--- src/rtl/cpu_pkg.sv ---
// ============================================================================
// Module   : cpu_pkg
// Purpose  : Shared constants and IF/ID register type for the LEGv8 pipeline.
// Revision : 1.0
// ============================================================================
`default_nettype none

package cpu_pkg;

    localparam int c_INSTR_W  = 32;
    localparam int c_PC_W_MAX = 64;
    localparam int c_PC_INC   = 4;

    localparam logic [c_INSTR_W-1:0] c_NOP = 32'hD503201F;

    typedef struct packed {
        logic [c_INSTR_W-1:0]  instr;
        logic [c_PC_W_MAX-1:0] pc;
        logic                  valid;
    } fetch_reg_t;

endpackage

`default_nettype wire

--- src/rtl/br_target_calc.sv ---
// ============================================================================
// Module   : br_target_calc
// Purpose  : Branch target = pc + (sign-extended word offset << 2), wrapping.
// Revision : 1.0
// ============================================================================
`default_nettype none

module br_target_calc
    import cpu_pkg::*;
#(
    parameter int PC_W = 64
) (
    input  logic [PC_W-1:0] i_pc,
    input  logic            i_uncond_br,
    input  logic [18:0]     i_cond_addr19,
    input  logic [25:0]     i_br_addr26,
    output logic [PC_W-1:0] o_target
);

    logic [PC_W-1:0] w_offset;

    always_comb begin
        w_offset = '0;
        if (i_uncond_br) begin
            w_offset = {{(PC_W-26){i_br_addr26[25]}}, i_br_addr26};
        end else begin
            w_offset = {{(PC_W-19){i_cond_addr19[18]}}, i_cond_addr19};
        end
    end

    // Word offset to byte offset; top two bits of the offset fall off by design.
    assign o_target = i_pc + {w_offset[PC_W-3:0], 2'b00};

endmodule

`default_nettype wire

--- src/rtl/if_id_fetch_stage.sv ---
// ============================================================================
// Module   : if_id_fetch_stage
// Purpose  : PC register, instruction fetch and IF/ID pipeline register.
// Revision : 1.0
// ============================================================================
`default_nettype none

module if_id_fetch_stage
    import cpu_pkg::*;
#(
    parameter int              PC_W       = 64,
    parameter bit              DELAY_SLOT = 1'b1,
    parameter logic [PC_W-1:0] RESET_PC   = '0
) (
    input  logic                 clk,
    input  logic                 reset,
    input  logic                 stall,
    input  logic                 br_taken,
    input  logic                 uncond_br,
    input  logic [18:0]          cond_addr19,
    input  logic [25:0]          br_addr26,
    output logic [PC_W-1:0]      imem_addr,
    input  logic [c_INSTR_W-1:0] imem_instr,
    output logic [c_INSTR_W-1:0] id_instruction,
    output logic [PC_W-1:0]      id_pc,
    output logic                 id_valid
);

    logic [PC_W-1:0] r_pc;
    fetch_reg_t      r_ifid;

    logic [PC_W-1:0] w_id_pc;
    logic [PC_W-1:0] w_target;
    logic [PC_W-1:0] w_pc_next_seq;
    fetch_reg_t      w_fetch_seq;
    fetch_reg_t      w_fetch_slot;

    assign w_id_pc       = r_ifid.pc[PC_W-1:0];
    assign w_pc_next_seq = r_pc + PC_W'(c_PC_INC);
    assign w_fetch_seq   = '{instr: imem_instr, pc: c_PC_W_MAX'(r_pc), valid: 1'b1};

    // Branches resolve in ID, so the target is relative to the instruction held in IF/ID.
    br_target_calc #(
        .PC_W (PC_W)
    ) u_br_target_calc (
        .i_pc          (w_id_pc),
        .i_uncond_br   (uncond_br),
        .i_cond_addr19 (cond_addr19),
        .i_br_addr26   (br_addr26),
        .o_target      (w_target)
    );

    generate
        if (DELAY_SLOT) begin : g_delay_slot
            assign w_fetch_slot = w_fetch_seq;
        end else begin : g_squash_slot
            assign w_fetch_slot = '{instr: c_NOP, pc: c_PC_W_MAX'(r_pc), valid: 1'b0};
        end
    endgenerate

    always_ff @(posedge clk) begin
        if (reset) begin
            r_pc   <= RESET_PC;
            r_ifid <= '{instr: c_NOP, pc: '0, valid: 1'b0};
        end else if (!stall) begin
            if (br_taken) begin
                r_pc   <= w_target;
                r_ifid <= w_fetch_slot;
            end else begin
                r_pc   <= w_pc_next_seq;
                r_ifid <= w_fetch_seq;
            end
        end
    end

    assign imem_addr      = r_pc;
    assign id_instruction = r_ifid.instr;
    assign id_pc          = w_id_pc;
    assign id_valid       = r_ifid.valid;

endmodule

`default_nettype wire
--- config.mk ---
export PLATFORM = sky130hd
export DESIGN_NAME = if_id_fetch_stage
export DESIGN_NICKNAME = d
export VERILOG_FILES = /design/src/rtl/cpu_pkg.sv /design/src/rtl/br_target_calc.sv /design/src/rtl/if_id_fetch_stage.sv
export SDC_FILE = /design/constraint.sdc
export NUM_CORES = 1
export LEC_CHECK = 0
export ABC_CLOCK_PERIOD_IN_PS = 5370
export BUFFER_PORTS_ARGS = -buffer_cell sky130_fd_sc_hd__clkbuf_2
export CAP_MARGIN = 20
export CORE_MARGIN = 3
export CORE_UTILIZATION = 40
export DETAILED_ROUTE_END_ITERATION = 10
export PLACE_DENSITY = 0.64
export SLEW_MARGIN = 30
export SYNTH_ARGS = -nofsm -noshare
export SYNTH_HDL_FRONTEND = slang
export SYNTH_SLANG_ARGS = --single-unit
--- constraint.sdc ---
create_clock -name clk -period 5.37 [get_ports clk]
set_input_delay 0.537 -clock clk [delete_from_list [all_inputs] [get_ports clk]]
set_output_delay 0.537 -clock clk [all_outputs]
set_load 0.01 [all_outputs]
==> flow_summary.yaml, run 1 <==
status:
  status: "finished, final reports clean"
critical_path:
  worst-setup-path-type: "primary input to flip-flop"
  cp_data_arrival_time_ns: 4.40
  r2r-start: "id_pc[2]"
  reg2reg_slack_ns: 1.73
  endpoint_kind: "flip-flop"
  regToRegEndpoint: "imem_addr[62]"
  start_kind: "primary input"
  reg2reg_depth: 12
  crit_fanout: 23
  worstPathRequired_ns: 5.67
yosys:
  syn_avg_cell_area_sq_um: 7.62
  synth_nets: 1642
  ys_warn_count: 0
  synthArstFlopShare_pct: 0
  yosysTopAreaCell: "dfxtp_1"
  synth_area_leaders: "dfxtp_1 28%, mux2i_1 7.6%, nor2_1 7.4%"
  postSynthCellCount: 1497
  ys_seq_area_share_pct: 28.3
  synth-edff-count: 0
  ys.flop_type: "dfxtp_1"
  synthDistinctLibCells: 75
  ys_ff_latch: 161
  netlist_area_sq_um: 11400
  yosysTopAreaCellShare_pct: 28.3
timing:
  worst-slew-pin-transition_ns: 0.894
  fin_crit_ns: 4.11
  whs_ns: 0.322
  fin_skew_ns: 0.0125
  slew_viol_final: 0
  slew_headroom_pct: 40.4
  setup_violations: 0
  tns_ns: 0
  rsz0062_at_grt: "no"
  period_share_pct: 76.5
  fmax_mhz: 244
  hold_violations: 0
route:
  vias_per_cell: 5.75
  drc: 0
  wire_per_inst_um: 18.6
  drt_wl_total_mm: 38.0
  drtIter0Drc: 1219
  first_pass_iters: 5
  dr_total_vias: 11800
  ant_nets: 0
power:
  powerDensity_nw_per_um2: 253
  peakVddDrop_v: 0.000184
  pwr-share-clk_pct: 39.0
  p_int_uw: 2260
  p_leak_uw: 0.00608
  power_frac_seq_pct: 39.8
  power_switching_share_pct: 33.2
  p_switching_uw: 1120
  comb_power_share_pct: 21.2
floorplanning:
  core_area_sq_um: 27900
  die-area_sq_um: 30600
  ios: 243
  die_y_um: 175
  start_util_pct: 40.8
  row_count: 61
  die_x_um: 175
clock_tree:
  root_buffer: "clkbuf_16"
  cts_tree: "done"
  cts.sinks: 161
  cts_setup_buffers: 0
  clk_latency_ns: 0.44
  cts-resized-gates: 0
  clk_path_buf_depth: 2
  ctsHoldBuffers: 0
  htreeDepth: 4
  cts_buffers: 17
  clkTransAtPathRegs_ns: 0.08
min_path:
  hp-start: "imem_instr[29]"
  hp-class: "primary input to flip-flop"
  hold_end: "id_instruction[29]"
  hold_depth: 3
grt:
  track_usage_pct: 24.3
  grt_pass1_wl_mm: 60.9
  first_global_vias: 11200
  grt_overflow_total: 0
  grt_start_max_net_pins: 132
  antenna_found_initial: 0
place:
  portBuffers: 242
  place.gp.congestion: 0.935
  dpl.hpwl_mm: 27.5
cells_and_area:
  drive_gt1_share_pct: 19.8
  n_antenna_cell: 0
  area_growth_syn_to_layout_pct: 17.1
  fin_util_pct: 47.8
  nets: 1799
run:
  drv_cap: 0
==> kinds of logic after synthesis <==
family,after synthesis,share of synthesized area (%)
fa+ha+maj,63,6.98
buf+inv,141,4.87
mux,105,9.43
xor+xnor,48,3.69
compound gates,432,24.4
flops,161,28.3
simple gates,547,22.4
==> metal layers <==
metal  wire (um)  GRT usage, %
met1       17600          33.8
met2       16700          38.1
met3        2870          5.17
met4         850          6.91
met5           0             0
==> power by group through the flow <==
stage	Combinational [uW]	Sequential [uW]	Clock [uW]
after global placement	703	1370	0
after CTS	712	1340	1340
after global routing	791	1350	1390
final	716	1340	1320
after detailed placement	707	1370	0
after floorplan	474	1370	0
==> area by class of cell <==
| type | count | area [sq um] |
|---|---|---|
| multi-input cells | 1195 | 7630 |
| clock inverters | 15 | 190 |
| repair buffers | 250 | 1300 |
| flip-flops and latches | 161 | 3220 |
| well taps | 378 | 473 |
| clock buffers | 17 | 425 |
| inverters | 29 | 109 |
| fillers | 2813 | 14600 |
==> cell usage after synthesis (10+ instances only) <==
| cell | count |
|---|---|
| ha_1 | 62 |
| a21oi_1 | 153 |
| o21ai_0 | 76 |
| nor3_1 | 45 |
| a31oi_1 | 16 |
| o21bai_1 | 20 |
| nand2_1 | 103 |
| xor2_1 | 15 |
| mux2_2 | 19 |
| a21o_1 | 43 |
| nand3_1 | 46 |
| nor2b_1 | 18 |
| o21a_1 | 16 |
| a211o_1 | 13 |
| mux2i_1 | 86 |
| dfxtp_1 | 161 |
| xnor2_1 | 33 |
| a211oi_1 | 17 |
| and3_1 | 15 |
| inv_1 | 28 |
| buf_1 | 14 |
| o22ai_1 | 10 |
| nand4_1 | 35 |
| or3_1 | 10 |
| clkbuf_1 | 87 |
| nor2_1 | 226 |
==> worst max-delay path by stage <==
stage,depth (start not counted),endpoint,start
after floorplan,17,imem_addr[62],uncond_br
after global placement,14,imem_addr[62],uncond_br
after detailed placement,14,imem_addr[60],uncond_br
after CTS,14,imem_addr[60],uncond_br
after global routing,14,imem_addr[60],uncond_br
final,15,imem_addr[62],uncond_br
==> registers in the layout, indices dropped and copies added (netlist names) <==
name            cells
id_pc              64
imem_addr          64
id_valid            1
id_instruction     32
==> metrics by stage <==
stage          setup slack [ns]  cells  area, sq um  total power, uW
6_report                   1.26   2045        13400             3380
5_1_grt                   0.905   2045        13400             3540
4_1_cts                    1.29   2045        13300             3400
3_5_place_dp              0.831   2013        12700             2080
3_3_place_gp              0.887   2013        12700             2070
2_1_floorplan             0.799   1497        11400             1840
==> cell usage in the layout, fill, tap and decap left out, types with 9 or more instances in the layout <==
master,Yosys,final
a211o_1,13,13
a211oi_1,17,17
a21o_1,43,43
a21oi_1,153,153
a31oi_1,16,16
and3_1,15,15
clkbuf_16,0,17
clkbuf_2,0,239
dfxtp_1,161,161
ha_1,62,62
inv_1,28,28
mux2_2,19,19
mux2i_1,86,86
nand2_1,103,103
nand2b_1,9,9
nand3_1,46,46
nand4_1,35,35
nor2_1,226,225
nor2b_1,18,18
nor3_1,45,45
o21a_1,16,16
o21ai_0,76,76
o21bai_1,20,20
o22ai_1,10,10
or3_1,10,10
xnor2_1,33,33
xor2_1,15,15
==> critical path: stages <==
cell	delay, ns
clkbuf_2	0.19
buf_4	0.33
nand2_1	0.09
nand2_1	0.46
ha_1	0.42
a21oi_1	0.21
o21ai_0	0.20
nor3_1	0.21
or2_1	0.15
a211oi_1	0.06
or3_1	0.51
o31a_4	0.44
a41oi_2	0.22
mux2i_1	0.25
a211oi_2	0.09
Power figures use the tool's default switching activity.
==> run 2, diff against run 1 <==
- ABC_CLOCK_PERIOD_IN_PS: 5370 -> 3800
- clock period: 5.37 -> 3.8 ns (I/O delays scaled with it)
==> run 2 against run 1 <==
Net effect:
- final cell count increased by 5.8%
- largest power group unchanged
- worst hold slack got worse by 0.16 ns
- total power increased by 43%
- first-iteration DRC count decreased by 21%
- critical endpoint is now imem_addr[60]
- critical path depth increased by 1
==> flow_summary.yaml, run 2 (synthesis results as in run 1) <==
floorplanning:
  die_x_um: 175
  ios: 243
  die-area_sq_um: 30600
  start_util_pct: 40.8
  die_y_um: 175
  row_count: 61
  core_area_sq_um: 27900
critical_path:
  regToRegEndpoint: "imem_addr[60]"
  start_kind: "primary input"
  cp_data_arrival_time_ns: 3.88
  worst-setup-path-type: "primary input to flip-flop"
  crit_fanout: 13
  reg2reg_slack_ns: 0.32
  reg2reg_depth: 14
  worstPathRequired_ns: 4.09
  r2r-start: "id_pc[2]"
  endpoint_kind: "flip-flop"
place:
  dp.cells: 2130
  place.gp.congestion: 0.960
  portBuffers: 242
  dpl.hpwl_mm: 28.5
grt:
  first_global_vias: 11600
  grt_overflow_total: 0
  use_met3_pct: 3.80
  met2_usage_pct: 38.7
  grt_start_max_net_pins: 163
  track_usage_pct: 24.5
  grt_pass1_wl_mm: 62.0
  antenna_found_initial: 0
  grtUsageMet1_pct: 35.2
  busiest_layer: "met2"
route:
  drtIter0Drc: 966
  first_pass_iters: 6
  wire_per_inst_um: 17.7
  dr_total_vias: 12200
  vias_per_cell: 5.62
  ant_nets: 0
  drc: 0
  drt_wl_total_mm: 38.4
power:
  powerDensity_nw_per_um2: 339
  peakVddDrop_v: 0.000214
  p_leak_uw: 0.00665
cells_and_area:
  drive_gt1_share_pct: 25.2
  final_cell_mix: "239 x clkbuf_2, 225 x nor2_1, 161 x dfxtp_1"
  fin_util_pct: 51.0
  nets: 1917
  area_growth_syn_to_layout_pct: 25.0
  n_antenna_cell: 0
  instances_no_fill: 2163
  mostFrequentLayoutCell: "clkbuf_2"
clock_tree:
  clk_path_buf_depth: 2
  htreeDepth: 4
  clkTransAtPathRegs_ns: 0.09
  cts.sinks: 161
  cts_buffers: 17
  ctsHoldBuffers: 0
  cts_tree: "done"
  clk_latency_ns: 0.45
  root_buffer: "clkbuf_16"
timing:
  fin_skew_ns: 0.0211
  slew_headroom_pct: 42.9
  period_share_pct: 94.5
  slew_viol_final: 0
  setup_violations: 0
  rsz0062_at_grt: "yes"
  worst-slew-pin-transition_ns: 0.849
  hold_violations: 0
  fmax_mhz: 278
  fin_crit_ns: 3.59
min_path:
  hold_depth: 3
  hold_end: "id_instruction[18]"
  hp-class: "primary input to flip-flop"
  hp-start: "imem_instr[18]"
run:
  drv_cap: 0
status:
  status: "finished, final reports clean"
-- run 2: area by class of cell --
class | count | area (sq um)
clock inverter | 15 | 189
multi-input combinational | 1195 | 7630
timing repair buffer | 368 | 2200
sequential | 161 | 3220
fill | 2787 | 13700
tap | 378 | 473
inverter | 29 | 109
clock buffer | 17 | 425
-- run 2: power breakdown --
group,total (uW),internal (uW),switching [uW]
Combinational,1130,497,633
Clock,1800,895,909
Sequential,1890,1780,116
-- run 2: layer usage --
layer	routed length, um	vias to the layer above
met5	0	-
met4	652	0
met3	2620	38
met2	16900	446
met1	18200	5704
li1	-	5975
-- run 2: worst max path at each step --
stage / start / endpoint / slack, ns / cells past startpoint
after floorplan: uncond_br / imem_addr[62] / 0.0008 / 17
after global routing: uncond_br / imem_addr[60] / -0.02 / 16
final: uncond_br / imem_addr[60] / 0.21 / 16
after global placement: uncond_br / imem_addr[62] / -0.17 / 14
after CTS: uncond_br / imem_addr[62] / 0.19 / 15
after detailed placement: uncond_br / imem_addr[62] / -0.23 / 15
-- run 2: metrics by stage --
stage | setup TNS, ns | area (sq um) | power [uW] | hold WS [ns] | setup slack (ns)
2_1_floorplan | 0 | 11400 | 2610 | 0.474 | 0.000800
3_3_place_gp | -1.21 | 13600 | 3040 | 0.442 | -0.167
3_5_place_dp | -1.67 | 13600 | 3050 | 0.447 | -0.234
4_1_cts | 0 | 14200 | 4860 | 0.152 | 0.193
5_1_grt | -0.0401 | 14300 | 5070 | 0.171 | -0.0219
6_report | 0 | 14300 | 4830 | 0.162 | 0.208
-- run 2: repair_timing --
item,4_1_cts,5_1_grt
setup buffers,0,1
resized for setup,0,2
setup endpoints to repair,0,5
-- run 2: critical path: stages --
cell and delay, ns:
clkbuf_2 0.19, buf_12 0.17, mux2_2 0.33, ha_1 0.29
and4_1 0.26, nand2_1 0.10, nor3_4 0.19, nor2_1 0.11
a311o_1 0.35, a2111oi_2 0.38, buf_4 0.18, o211ai_1 0.15
buf_4 0.18, o311a_1 0.33, o21ai_0 0.20, a21oi_1 0.09
==> run 3, diff against run 2 <==
- ABC_AREA: default -> 1
- PLACE_DENSITY: 0.64 -> 0.63
==> run 3 against run 2 <==
Net effect:
- synthesized cell count increased by 51%
- core utilization fell by 3.2 points
- critical path depth up 1
- critical path type unchanged
- non-clock buffer count decreased by 115
- combinational power increased by 39%
- final area is 7.3% higher
==> flow_summary.yaml, run 3 <==
place:
  dp.cells: 2876
  dpl.hpwl_mm: 45.9
  placed_area_sq_um: 14700
  place.gp.congestion: 1.03
  portBuffers: 242
timing:
  worst-slew-pin-transition_ns: 0.995
  hold_violations: 0
  fin_skew_ns: 0.0167
  tns_ns: 0
  fmax_mhz: 328
  slew_viol_final: 0
  rsz0062_at_grt: "no"
  period_share_pct: 80.2
  slew_headroom_pct: 33.6
  fin_crit_ns: 3.05
  whs_ns: 0.123
  setup_violations: 0
clock_tree:
  root_buffer: "clkbuf_16"
  htreeDepth: 4
  clk_path_buf_depth: 2
  cts_setup_buffers: 0
  ctsHoldBuffers: 0
  cts-resized-gates: 0
  cts_buffers: 17
  clk_latency_ns: 0.45
  clkTransAtPathRegs_ns: 0.07
  cts.sinks: 161
  cts_tree: "done"
power:
  peakVddDrop_v: 0.000321
  comb_power_share_pct: 29.5
  p_leak_uw: 0.00769
  p_int_uw: 3200
  power_switching_share_pct: 39.9
  p_switching_uw: 2120
  powerDensity_nw_per_um2: 348
  power_frac_seq_pct: 37.8
  pwr-share-clk_pct: 32.7
min_path:
  hp-class: "primary input to flip-flop"
critical_path:
  start_kind: "primary input"
  regToRegEndpoint: "imem_addr[48]"
  r2r-start: "id_pc[2]"
  crit_start: "uncond_br"
  endpoint_kind: "flip-flop"
  worst-setup-path-type: "primary input to flip-flop"
  crit_fanout: 37
  crit_path_end: "imem_addr[63]"
  reg2reg_slack_ns: 1.07
  worstPathRequired_ns: 4.16
  reg2reg_depth: 11
  cp_data_arrival_time_ns: 3.40
yosys:
  postSynthCellCount: 2256
  synth-edff-count: 0
  synth_nets: 2401
  yosysTopAreaCellShare_pct: 24.5
  syn_avg_cell_area_sq_um: 5.82
  yosysMostFrequentCell: "nand2_1"
  ys_warn_count: 0
  synthDistinctLibCells: 48
  ys_ff_latch: 161
  ys.flop_type: "dfxtp_1"
  synth_area_leaders: "dfxtp_1 25%, nand2_1 19%, a21oi_1 8.2%"
  synthArstFlopShare_pct: 0
  yosysTopAreaCell: "dfxtp_1"
  netlist_top_cells_count: "653 x nand2_1, 280 x inv_1, 271 x nor2_1, 216 x a21oi_1, 198 x o21ai_0"
  ys_seq_area_share_pct: 24.5
  netlist_area_sq_um: 13100
grt:
  grt_overflow_total: 0
  grtUsageMet1_pct: 43.6
  use_met3_pct: 7.25
  busiest_layer: "met2"
  met2_usage_pct: 47.4
  first_global_vias: 14600
  track_usage_pct: 31.4
  antenna_found_initial: 1
  grt_pass1_wl_mm: 84.8
  grt_start_max_net_pins: 163
route:
  ant_nets: 0
  drtIter0Drc: 1396
  dr_total_vias: 15800
  drt_wl_total_mm: 57.2
  wire_per_inst_um: 19.7
  vias_per_cell: 5.43
  first_pass_iters: 6
  drc: 0
run:
  drv_cap: 0
floorplanning:
  core_area_sq_um: 32000
  row_count: 65
  die_x_um: 187
  die_y_um: 187
  ios: 243
  start_util_pct: 41.1
  die-area_sq_um: 35000
cells_and_area:
  mostFrequentLayoutCell: "nand2_1"
  final_cell_mix: "653 x nand2_1, 280 x inv_1, 271 x nor2_1"
  nets: 2605
  instances_no_fill: 2908
  finalInstanceArea_sq_um: 15300
  fin_util_pct: 47.9
  n_antenna_cell: 0
  drive_gt1_share_pct: 13.1
  area_growth_syn_to_layout_pct: 16.5
status:
  status: "finished, final reports clean"
==> run 3: changes by cell type after synthesis, moves of 41 or more <==
| cell | change |
|---|---|
| mux2i_1 | -86 |
| o21ai_0 | +122 |
| a21o_1 | -41 |
| a21oi_1 | +63 |
| nand3_1 | +80 |
| nor2_1 | +45 |
| nand2_1 | +550 |
| inv_1 | +252 |
==> run 3: logic make-up (layout without fill, tap and decap cells) <==
family / after synthesis / in the layout / share of synthesized area (%)
simple gates: 1172 / 1172 / 37.8
compound gates: 457 / 457 / 18.1
buf+inv: 357 / 574 / 10.3
flops: 161 / 161 / 24.5
fa+ha+maj: 63 / 63 / 6.06
xor+xnor: 46 / 46 / 3.13
==> run 3: area by class of cell <==
| class | count | area (sq um) |
|---|---|---|
| fillers | 3432 | 16700 |
| clock buffers | 19 | 443 |
| clock inverters | 13 | 119 |
| repair buffers | 253 | 1320 |
| inverters | 289 | 1090 |
| flip-flops and latches | 161 | 3220 |
| multi-input cells | 1738 | 8550 |
| well taps | 435 | 544 |
==> run 3: worst min-delay path by stage <==
stage / start / end / slack (ns) / cells after the start
final: imem_instr[17] / id_instruction[17] / 0.12 / 3
after global routing: imem_instr[17] / id_instruction[17] / 0.12 / 3
after CTS: imem_instr[28] / id_instruction[28] / 0.10 / 3
after detailed placement: id_valid / id_valid / 0.46 / 2
after global placement: id_valid / id_valid / 0.45 / 2
after floorplan: imem_instr[0] / id_instruction[0] / 0.49 / 2
==> run 3: stage by stage <==
step	total power, uW	setup WS [ns]
after floorplan	2930	0.488
after global routing	5580	0.578
after global placement	3570	0.432
after detailed placement	3570	0.431
after CTS	5300	0.906
final	5320	0.752
==> run 3: power groups by stage <==
stage	Combinational, uW	Clock (uW)	Sequential, uW
after floorplan	909	0	2020
after global placement	1520	0	2040
after detailed placement	1530	0	2040
after CTS	1540	1760	2010
after global routing	1730	1820	2030
final	1570	1740	2020
==> run 3: worst max-delay path, stage by stage <==
cell and delay [ns]:
clkbuf_2 0.09, clkinv_1 0.12, nand2_1 0.30, nand2_1 0.15, buf_12 0.21, ha_1 0.41, nand2_1 0.16, nor3_1 0.39
nand2_1 0.22, nor3_1 0.26, nand2_1 0.10, nand2_1 0.07, nand2_1 0.04, nand3_1 0.21, nand3_1 0.11, nand2_1 0.10
inv_1 0.04
==> run 3: routing by layer <==
layer / part of all wire, % / vias to the layer above
met3: 10 / 101
met5: 0.023 / -
met2: 43 / 736
met1: 44 / 7237
li1: - / 7723
met4: 3.6 / 2
